File: src/rtl/fetch_pkg.sv
// Shared definitions for the instruction fetch stage.
//   EX_WIDTH               exception_out is EX_WIDTH+1 bits wide
//   EX_INSTR_MISALIGNED    code raised when the PC is not word aligned
//   EX_INSTR_ACCESS_FAULT  code raised when memory flags a response error
//   NOP_INSTR              instruction presented when no real word exists
//   fetch_state_t          fetch sequencer states
//   pc_incr()              sequential PC step, wrapping mod 2^32
package fetch_pkg;

  localparam int EX_WIDTH = 3;

  typedef logic [EX_WIDTH:0] ex_code_t;

  localparam ex_code_t    EX_INSTR_MISALIGNED   = ex_code_t'(0);
  localparam ex_code_t    EX_INSTR_ACCESS_FAULT = ex_code_t'(1);
  localparam logic [31:0] NOP_INSTR             = 32'h0000_0013;

  typedef enum logic [2:0] {
    S_REQ  = 3'd0,
    S_WAIT = 3'd1,
    S_HOLD = 3'd2,
    S_DROP = 3'd3,
    S_PARK = 3'd4
  } fetch_state_t;

  function automatic logic [31:0] pc_incr(input logic [31:0] pc);
    return pc + 32'd4;
  endfunction

endpackage

File: src/rtl/fetch.sv
// Instruction fetch stage. Owns the PC, issues one word request at a time to
// instruction memory and registers {PC, instr, exception} for decode.
//
// Optional feature: define FETCH_PERF_CNT_EN to add fetch_count, a wrapping
// count of clean (non-exception) items handed to decode.
//
// Ports:
//   clk, reset              clock; asynchronous active-high reset
//   imem_req_valid/ready    request handshake, imem_addr = current PC
//   imem_resp_valid/data/err  response from memory (err = access fault)
//   PC_out, instr_out       item presented to decode
//   exception_out(_valid)   exception code attached to the item
//   pipeline_out_valid      a new item is presented this cycle
//   stall                   decode cannot accept; outputs hold
//   flush, redirect_pc      discard in-flight work and restart at redirect_pc
//   fetch_count             (FETCH_PERF_CNT_EN only) clean items delivered
module fetch
  import fetch_pkg::*;
#(
  parameter logic [31:0] RESET_VECTOR = 32'h0000_0000
) (
  input  logic            clk,
  input  logic            reset,
  output logic            imem_req_valid,
  input  logic            imem_req_ready,
  output logic [31:0]     imem_addr,
  input  logic            imem_resp_valid,
  input  logic [31:0]     imem_resp_data,
  input  logic            imem_resp_err,
  output logic [31:0]     PC_out,
  output logic [31:0]     instr_out,
  output logic [EX_WIDTH:0] exception_out,
  output logic            exception_out_valid,
  output logic            pipeline_out_valid,
  input  logic            stall,
  input  logic            flush,
  input  logic [31:0]     redirect_pc
`ifdef FETCH_PERF_CNT_EN
  ,
  output logic [31:0]     fetch_count
`endif
);

  fetch_state_t state_q, state_d;
  logic [31:0]  pc_q, pc_d;

  logic [31:0]  pc_out_q, pc_out_d;
  logic [31:0]  instr_q, instr_d;
  ex_code_t     exc_q, exc_d;
  logic         exc_vld_q, exc_vld_d;
  logic         pov_q, pov_d;

  // Hold buffer: a response that arrived while decode was stalled.
  logic         hold_vld_q, hold_vld_d;
  logic [31:0]  hold_data_q, hold_data_d;
  logic         hold_err_q, hold_err_d;
  logic [31:0]  hold_pc_q, hold_pc_d;

  logic         handshake;
  logic         deliver;
  logic [31:0]  item_data;
  logic         item_err;
  logic [31:0]  item_pc;

  assign imem_req_valid = (state_q == S_REQ) && (pc_q[1:0] == 2'b00);
  assign imem_addr      = pc_q;
  assign handshake      = imem_req_valid && imem_req_ready;

  assign PC_out              = pc_out_q;
  assign instr_out           = instr_q;
  assign exception_out       = exc_q;
  assign exception_out_valid = exc_vld_q;
  assign pipeline_out_valid  = pov_q;

  always_comb begin
    state_d     = state_q;
    pc_d        = pc_q;
    pc_out_d    = pc_out_q;
    instr_d     = instr_q;
    exc_d       = exc_q;
    exc_vld_d   = exc_vld_q;
    // A stalled decode keeps seeing the same item; otherwise valid is a pulse.
    pov_d       = stall ? pov_q : 1'b0;
    hold_vld_d  = hold_vld_q;
    hold_data_d = hold_data_q;
    hold_err_d  = hold_err_q;
    hold_pc_d   = hold_pc_q;
    deliver     = 1'b0;
    item_data   = imem_resp_data;
    item_err    = imem_resp_err;
    item_pc     = pc_q;

    if (flush) begin
      pc_d       = redirect_pc;
      pov_d      = 1'b0;
      hold_vld_d = 1'b0;
      // A response still owed by memory must be swallowed before re-requesting.
      if ((state_q == S_WAIT && !imem_resp_valid) ||
          (state_q == S_DROP && !imem_resp_valid) ||
          (state_q == S_REQ  && handshake)) begin
        state_d = S_DROP;
      end else begin
        state_d = S_REQ;
      end
    end else begin
      unique case (state_q)
        S_REQ: begin
          if (pc_q[1:0] != 2'b00) begin
            if (!stall) begin
              pc_out_d  = pc_q;
              instr_d   = NOP_INSTR;
              exc_d     = EX_INSTR_MISALIGNED;
              exc_vld_d = 1'b1;
              pov_d     = 1'b1;
              state_d   = S_PARK;
            end
          end else if (handshake) begin
            state_d = S_WAIT;
          end
        end
        S_WAIT: begin
          if (imem_resp_valid) begin
            if (stall) begin
              hold_vld_d  = 1'b1;
              hold_data_d = imem_resp_data;
              hold_err_d  = imem_resp_err;
              hold_pc_d   = pc_q;
              state_d     = S_HOLD;
            end else begin
              deliver = 1'b1;
            end
          end
        end
        S_HOLD: begin
          item_data = hold_data_q;
          item_err  = hold_err_q;
          item_pc   = hold_pc_q;
          if (!stall && hold_vld_q) begin
            deliver    = 1'b1;
            hold_vld_d = 1'b0;
          end
        end
        S_DROP: begin
          if (imem_resp_valid) begin
            state_d = S_REQ;
          end
        end
        S_PARK: begin
          state_d = S_PARK;
        end
        default: begin
          state_d = S_REQ;
        end
      endcase

      if (deliver) begin
        pc_out_d = item_pc;
        pov_d    = 1'b1;
        if (item_err) begin
          // Faulting fetch: the PC stays on the faulting word and fetch parks.
          instr_d   = NOP_INSTR;
          exc_d     = EX_INSTR_ACCESS_FAULT;
          exc_vld_d = 1'b1;
          state_d   = S_PARK;
        end else begin
          instr_d   = item_data;
          exc_d     = ex_code_t'(0);
          exc_vld_d = 1'b0;
          pc_d      = pc_incr(pc_q);
          state_d   = S_REQ;
        end
      end
    end
  end

  always_ff @(posedge clk or posedge reset) begin
    if (reset) begin
      state_q    <= S_REQ;
      pc_q       <= RESET_VECTOR;
      pc_out_q   <= 32'h0;
      instr_q    <= NOP_INSTR;
      exc_q      <= ex_code_t'(0);
      exc_vld_q  <= 1'b0;
      pov_q      <= 1'b0;
      hold_vld_q <= 1'b0;
    end else begin
      state_q    <= state_d;
      pc_q       <= pc_d;
      pc_out_q   <= pc_out_d;
      instr_q    <= instr_d;
      exc_q      <= exc_d;
      exc_vld_q  <= exc_vld_d;
      pov_q      <= pov_d;
      hold_vld_q <= hold_vld_d;
    end
  end

  // Buffer payload is qualified by hold_vld_q, so it needs no reset.
  always_ff @(posedge clk) begin
    hold_data_q <= hold_data_d;
    hold_err_q  <= hold_err_d;
    hold_pc_q   <= hold_pc_d;
  end

`ifdef FETCH_PERF_CNT_EN
  logic [31:0] fetch_count_q, fetch_count_d;

  always_comb begin
    fetch_count_d = fetch_count_q;
    if (!flush && deliver && !item_err) begin
      fetch_count_d = fetch_count_q + 32'd1;
    end
  end

  always_ff @(posedge clk or posedge reset) begin
    if (reset) begin
      fetch_count_q <= 32'h0;
    end else begin
      fetch_count_q <= fetch_count_d;
    end
  end

  assign fetch_count = fetch_count_q;
`endif

endmodule

File: config.mk
export PLATFORM = sky130hd
export DESIGN_NAME = fetch
export DESIGN_NICKNAME = d
export VERILOG_FILES = /design/src/rtl/fetch_pkg.sv /design/src/rtl/fetch.sv
export SDC_FILE = /design/constraint.sdc
export NUM_CORES = 1
export LEC_CHECK = 0
export BUFFER_PORTS_ARGS = -buffer_cell sky130_fd_sc_hd__clkbuf_2
export CORE_MARGIN = 4
export CORE_UTILIZATION = 58
export DETAILED_ROUTE_END_ITERATION = 10
export PLACE_DENSITY = 0.95
export REMOVE_ABC_BUFFERS = 1
export SETUP_SLACK_MARGIN = 0.05
export SLEW_MARGIN = 20
export SYNTH_ARGS = -nofsm -noshare
export SYNTH_HDL_FRONTEND = slang
export SYNTH_SLANG_ARGS = --single-unit
File: constraint.sdc
create_clock -name clk -period 6.3 [get_ports clk]
set_input_delay 0.945 -clock clk [delete_from_list [all_inputs] [get_ports clk]]
set_output_delay 0.945 -clock clk [all_outputs]
set_load 0.01 [all_outputs]
# Yosys cells after proc, flatten, opt, wreduce, memory -nomap -nowiden
# Index checks and enable logic that the tools add are counted.
# totals
mem_bits_ro	0
latchBits	0
ff_bits	171
ramBits	0
memories	0
out_inout_bits	103
inputBits	71
elab_cells	103
# op_classes
n_mux	53
n_reduce_logical	22
add_sub_neg	1
n_lt_le_gt_ge	0
mul	0
n_eq_ne	15
n_div	0
shift	0
bitwise	1
# op_table
cell	n
two-way mux 32 bit	14
adder 32 x 3 -> 32 bit (second input constant)	1
two-way mux 3 bit	9
two-way mux 1 bit	22
two-way mux 4 bit	4
one-hot mux 3 bit (5 select lines)	1
!= test 3 bit (second input constant)	4
!= test 4 x 3 -> 1 bit (second input constant)	3
AND reduction 4 bit	3
nonzero test 2 bit	4
== test 3 x 2 -> 1 bit (second input constant)	2
logical AND 1 bit	6
AND reduction 6 bit	1
!= test 5 x 3 -> 1 bit (second input constant)	1
!= test 5 x 4 -> 1 bit (second input constant)	1
one-hot mux 1 bit (2 select lines)	2
== test 3 x 1 -> 1 bit (second input constant)	1
== test 3 bit (second input constant)	1
logical NOT 3 bit	1
nonzero test 3 bit	1
logical NOT 1 bit	2
logical NOT 2 bit	1
logical OR 1 bit	2
two-way mux 2 bit	1
4 further kinds	4

# Logic depth before layout (Yosys ltp)
# depth
depth_word	8
depth_mapped	9
mapped_depth_nobuf	6

# Worst setup path before layout
# Ideal clock, no wire load.
# synth_path
kind	input to register
from	in flush
to	reg hold_data_q[0], enable pin
setup_time_ns	0.489
path_slack_ns	1.570
stages	5
required_time_ns	5.811
arrival_time_ns	4.241
path_buffers	2
cell_sequence	clkbuf_1 -> clkbuf_1 -> nor2b_1 -> nand2_1 -> nor2_1
# synth_between
elab_chain_cells	2
# synth_lines
element	line	text
start: declaration	fetch.sv:36	input logic flush,
NOT 1 bit (no line)	n/a	
AND reduction 4 bit (no line)	n/a	
end signal: assignment	fetch.sv:200	hold_data_q <= hold_data_d;
end: declaration	fetch.sv:55	logic [31:0] hold_data_q, hold_data_d;
# No other way between the ends.
# A chain may end at the register's enable or synchronous reset.

# Worst setup path after layout
# layout_path
from	reg state_q[2]
to	out imem_req_valid
# layout_between
elab_chain_cells	2
# layout_lines
element	line	text
start: declaration	fetch.sv:44	fetch_state_t state_q, state_d;
start signal: assignment	fetch.sv:187	state_q <= state_d;
logical NOT 3 bit	fetch.sv:65	assign imem_req_valid = (state_q == S_REQ) && (pc_q[1:0] == 2'b00);
logical AND 1 bit	fetch.sv:65	
end: declaration	fetch.sv:24	output logic imem_req_valid,
# No other way between the ends.

==> results.json <==
{
  "run_status": "complete, no violations",
  "drive_above_1_share": 0.304,
  "synth_edf_count": 65,
  "synth_top_area_frac": 0.339,
  "cts_hold_buf": 0,
  "path_class": "flop to output pin",
  "hold_violations": 0,
  "cpPeakStageDelay_ns": 0.50,
  "io_buffer_count": 170,
  "synth_cell_types": 55,
  "leakagePower_nw": 4.08,
  "hpwlAfterDp_mm": 12.4,
  "cts_buffer_depth": 2,
  "synthCells": 611,
  "slew_headroom": 0.330,
  "yosysMostFrequentCell": "dfrtp_1",
  "rr_startpoint": "state_q[1]",
  "die_y_um": 121,
  "fin_nets": 843,
  "setup_viol": 0,
  "grt_pass1_vias": 5719,
  "avgSynthCellArea_sq_um": 12.1,
  "insertion_delay_ns": 0.43,
  "ioPinCount": 174,
  "vdd_drop_max_mv": 0.173,
  "cts_setup_buffers": 0,
  "vias_per_cell": 5.98,
  "critPathSlowestCell": "dfrtp_1",
  "p_per_area_nw_per_um2": 338,
  "grt_antenna_before_repair": 0,
  "async_flop_share": 0.613,
  "hp-class": "input port to asynchronous set/reset pin",
  "drt-initial-drc-count": 501,
  "ys_seq_area_frac": 0.615,
  "gr-total-overflow": 0,
  "gr-usage-all-layers": 0.268,
  "die_width_um": 121,
  "rsz0062_at_grt": "no",
  "start_util": 0.604,
  "timing.final.crit_share": 0.439,
  "syn_to_final_growth_pct": 20.4,
  "drv_slew": 0,
  "place.gp.congestion": 0.837,
  "synth_area_leaders": "dfrtp_1 (34%), edfxtp_1 (26%), mux2i_1 (9.1%), nand2_1 (4.8%), o21ai_0 (4.8%)",
  "max_cap_violations": 0,
  "finalClockSkew_ns": 0.00754,
  "drc": 0,
  "n_antenna_cell": 0,
  "ys_ff_latch": 168,
  "placementRows": 40,
  "crit_chain": "or3_1 > nor3_1 > clkbuf_2",
  "num_vias": 5689,
  "multi_input_area_sq_um": 2620,
  "drt_pass1_iterations": 5,
  "crit_required_ns": 5.35,
  "tns_ns": 0,
  "period_needed_ns": 2.76,
  "fin_area_sq_um": 8880,
  "syn_area_sq_um": 7380,
  "core-area_sq_um": 12200,
  "path_clk_slew_ns": 0.07,
  "cp-start-kind": "flop",
  "nFillCells": 823,
  "dpl_cell_area_sq_um": 8300,
  "cts_resized": 0,
  "drtAntennaViolNets": 0,
  "tightest_slew_ns": 1.00,
  "grt_max_degree": 84,
  "crit_family": "simple AND/OR/NAND/NOR gates",
  "cts_tree": "yes",
  "worst-path-buf-inv": 1,
  "cts.sinks": 168,
  "yosys-top-cells-count": "dfrtp_1 (100), nand2_1 (95), o21ai_0 (71)",
  "cp.arrival_ns": 1.82,
  "grt_pass1_wl_mm": 30.6,
  "ys_warn_count": 0,
  "cp-end-kind": "output pin",
  "wire_per_inst_um": 20.0,
  "routed_wl_mm": 19.0,
  "die_area_sq_um": 14600,
  "cts_htree_levels": 4,
  "fmax_ghz": 0.362,
  "register_area_sq_um": 4530,
  "cp_max_fo": 8,
  "synth_area_leader_cell": "dfrtp_1",
  "critPathLaunch": "state_q[2]",
  "cts-root-buf": "clkbuf_16",
  "numCtsBuffers": 17,
  "dominantRegCellSynth": "dfrtp_1"
}
[registers in the layout, indices dropped and copies added, names as in the netlist]
register             cells
hold_err_q               1
PC_out                  32
hold_vld_q               1
instr_out               32
exception_out_valid      1
imem_addr               32
state_q                  3
hold_data_q             32
exception_out            1
pipeline_out_valid       1
hold_pc_q               32
[final cells by class]
class / count / area share
Clock buffer: 18 / 0.0483
Clock inverter: 14 / 0.0158
Inverter: 6 / 0.00282
Multi-Input combinational cell: 400 / 0.295
Sequential cell: 168 / 0.510
Tap cell: 168 / 0.0237
Timing Repair Buffer: 178 / 0.104
[worst paths after layout]
path	to	slack (ns)	cells after the start
min	instr_out[17]	0.44	2
max reg2reg	imem_addr[24]	3.54	5
min in group clk	PC_out[31]	0.48	2
max in group asynchronous	instr_out[10]	4.78	3
max	imem_req_valid	3.54	3
min reg2reg	PC_out[31]	0.48	2
[placed cells by master, fill, tap and decap left out, types with 2 or more instances in the layout]
master	count
dfrtp_1	100
mux2i_1	67
nor4_1	7
nand2_1	95
nor2_1	14
and2_1	5
clkinv_4	4
and4bb_2	2
clkinvlp_4	2
mux2_2	3
and4_1	8
o21ai_0	71
inv_6	5
or4_1	3
nand3_1	14
o211a_1	4
or3_1	2
dfstp_2	3
o21ai_2	10
nor2b_1	6
clkbuf_2	170
buf_4	6
a211o_1	5
conb_1	3
a21oi_1	8
xor2_1	17
inv_1	4
o21ai_1	2
xnor2_1	3
nor3_1	5
and3_1	2
edfxtp_1	65
nand4_1	21
clkbuf_16	17
[cells by family (layout without fill, tap and decap cells)]
family / after synthesis / count (layout) / synth area share
AO/OA/AOI/OAI: 111 / 111 / 0.0930
XOR/XNOR: 20 / 20 / 0.0237
adder cells (fa/ha/maj): 1 / 1 / 0.00170
buffers and inverters: 45 / 216 / 0.0326
flip-flops: 168 / 168 / 0.615
multiplexers: 72 / 72 / 0.101
other: 1 / 3 / 0.000508
AND/OR/NAND/NOR: 193 / 193 / 0.133
[where the power goes]
group	switching, W	leakage (nW)	internal (W)
logic	0.000344	1.91	0.000228
clock network	0.000456	0.274	0.000554
registers	0.000132	1.90	0.00129
total	0.000932	4.08	0.00207
[stage by stage]
stage / setup slack (ns) / utilization / hold WS, ns / total power (W) / std cells
after floorplan: 1.20 / - / 0.491 / 0.00172 / 574
after global placement: 3.01 / 0.679 / 0.462 / 0.00197 / 919
after detailed placement: 2.85 / 0.679 / 0.470 / 0.00201 / 919
after CTS: 3.32 / 0.726 / 0.442 / 0.00301 / 951
after global routing: 3.36 / 0.727 / 0.459 / 0.00314 / 952
final: 3.54 / 0.727 / 0.444 / 0.00301 / 952
[routing by layer]
layer / track usage / routed length, um / vias to the layer above
met4: 0.0914 / 428 / 0
met5: 0 / 0 / -
met1: 0.352 / 7600 / 2792
met2: 0.443 / 9530 / 317
met3: 0.0613 / 1470 / 45
li1: - / - / 2535
Note: power is estimated with default switching activity, not from simulation.
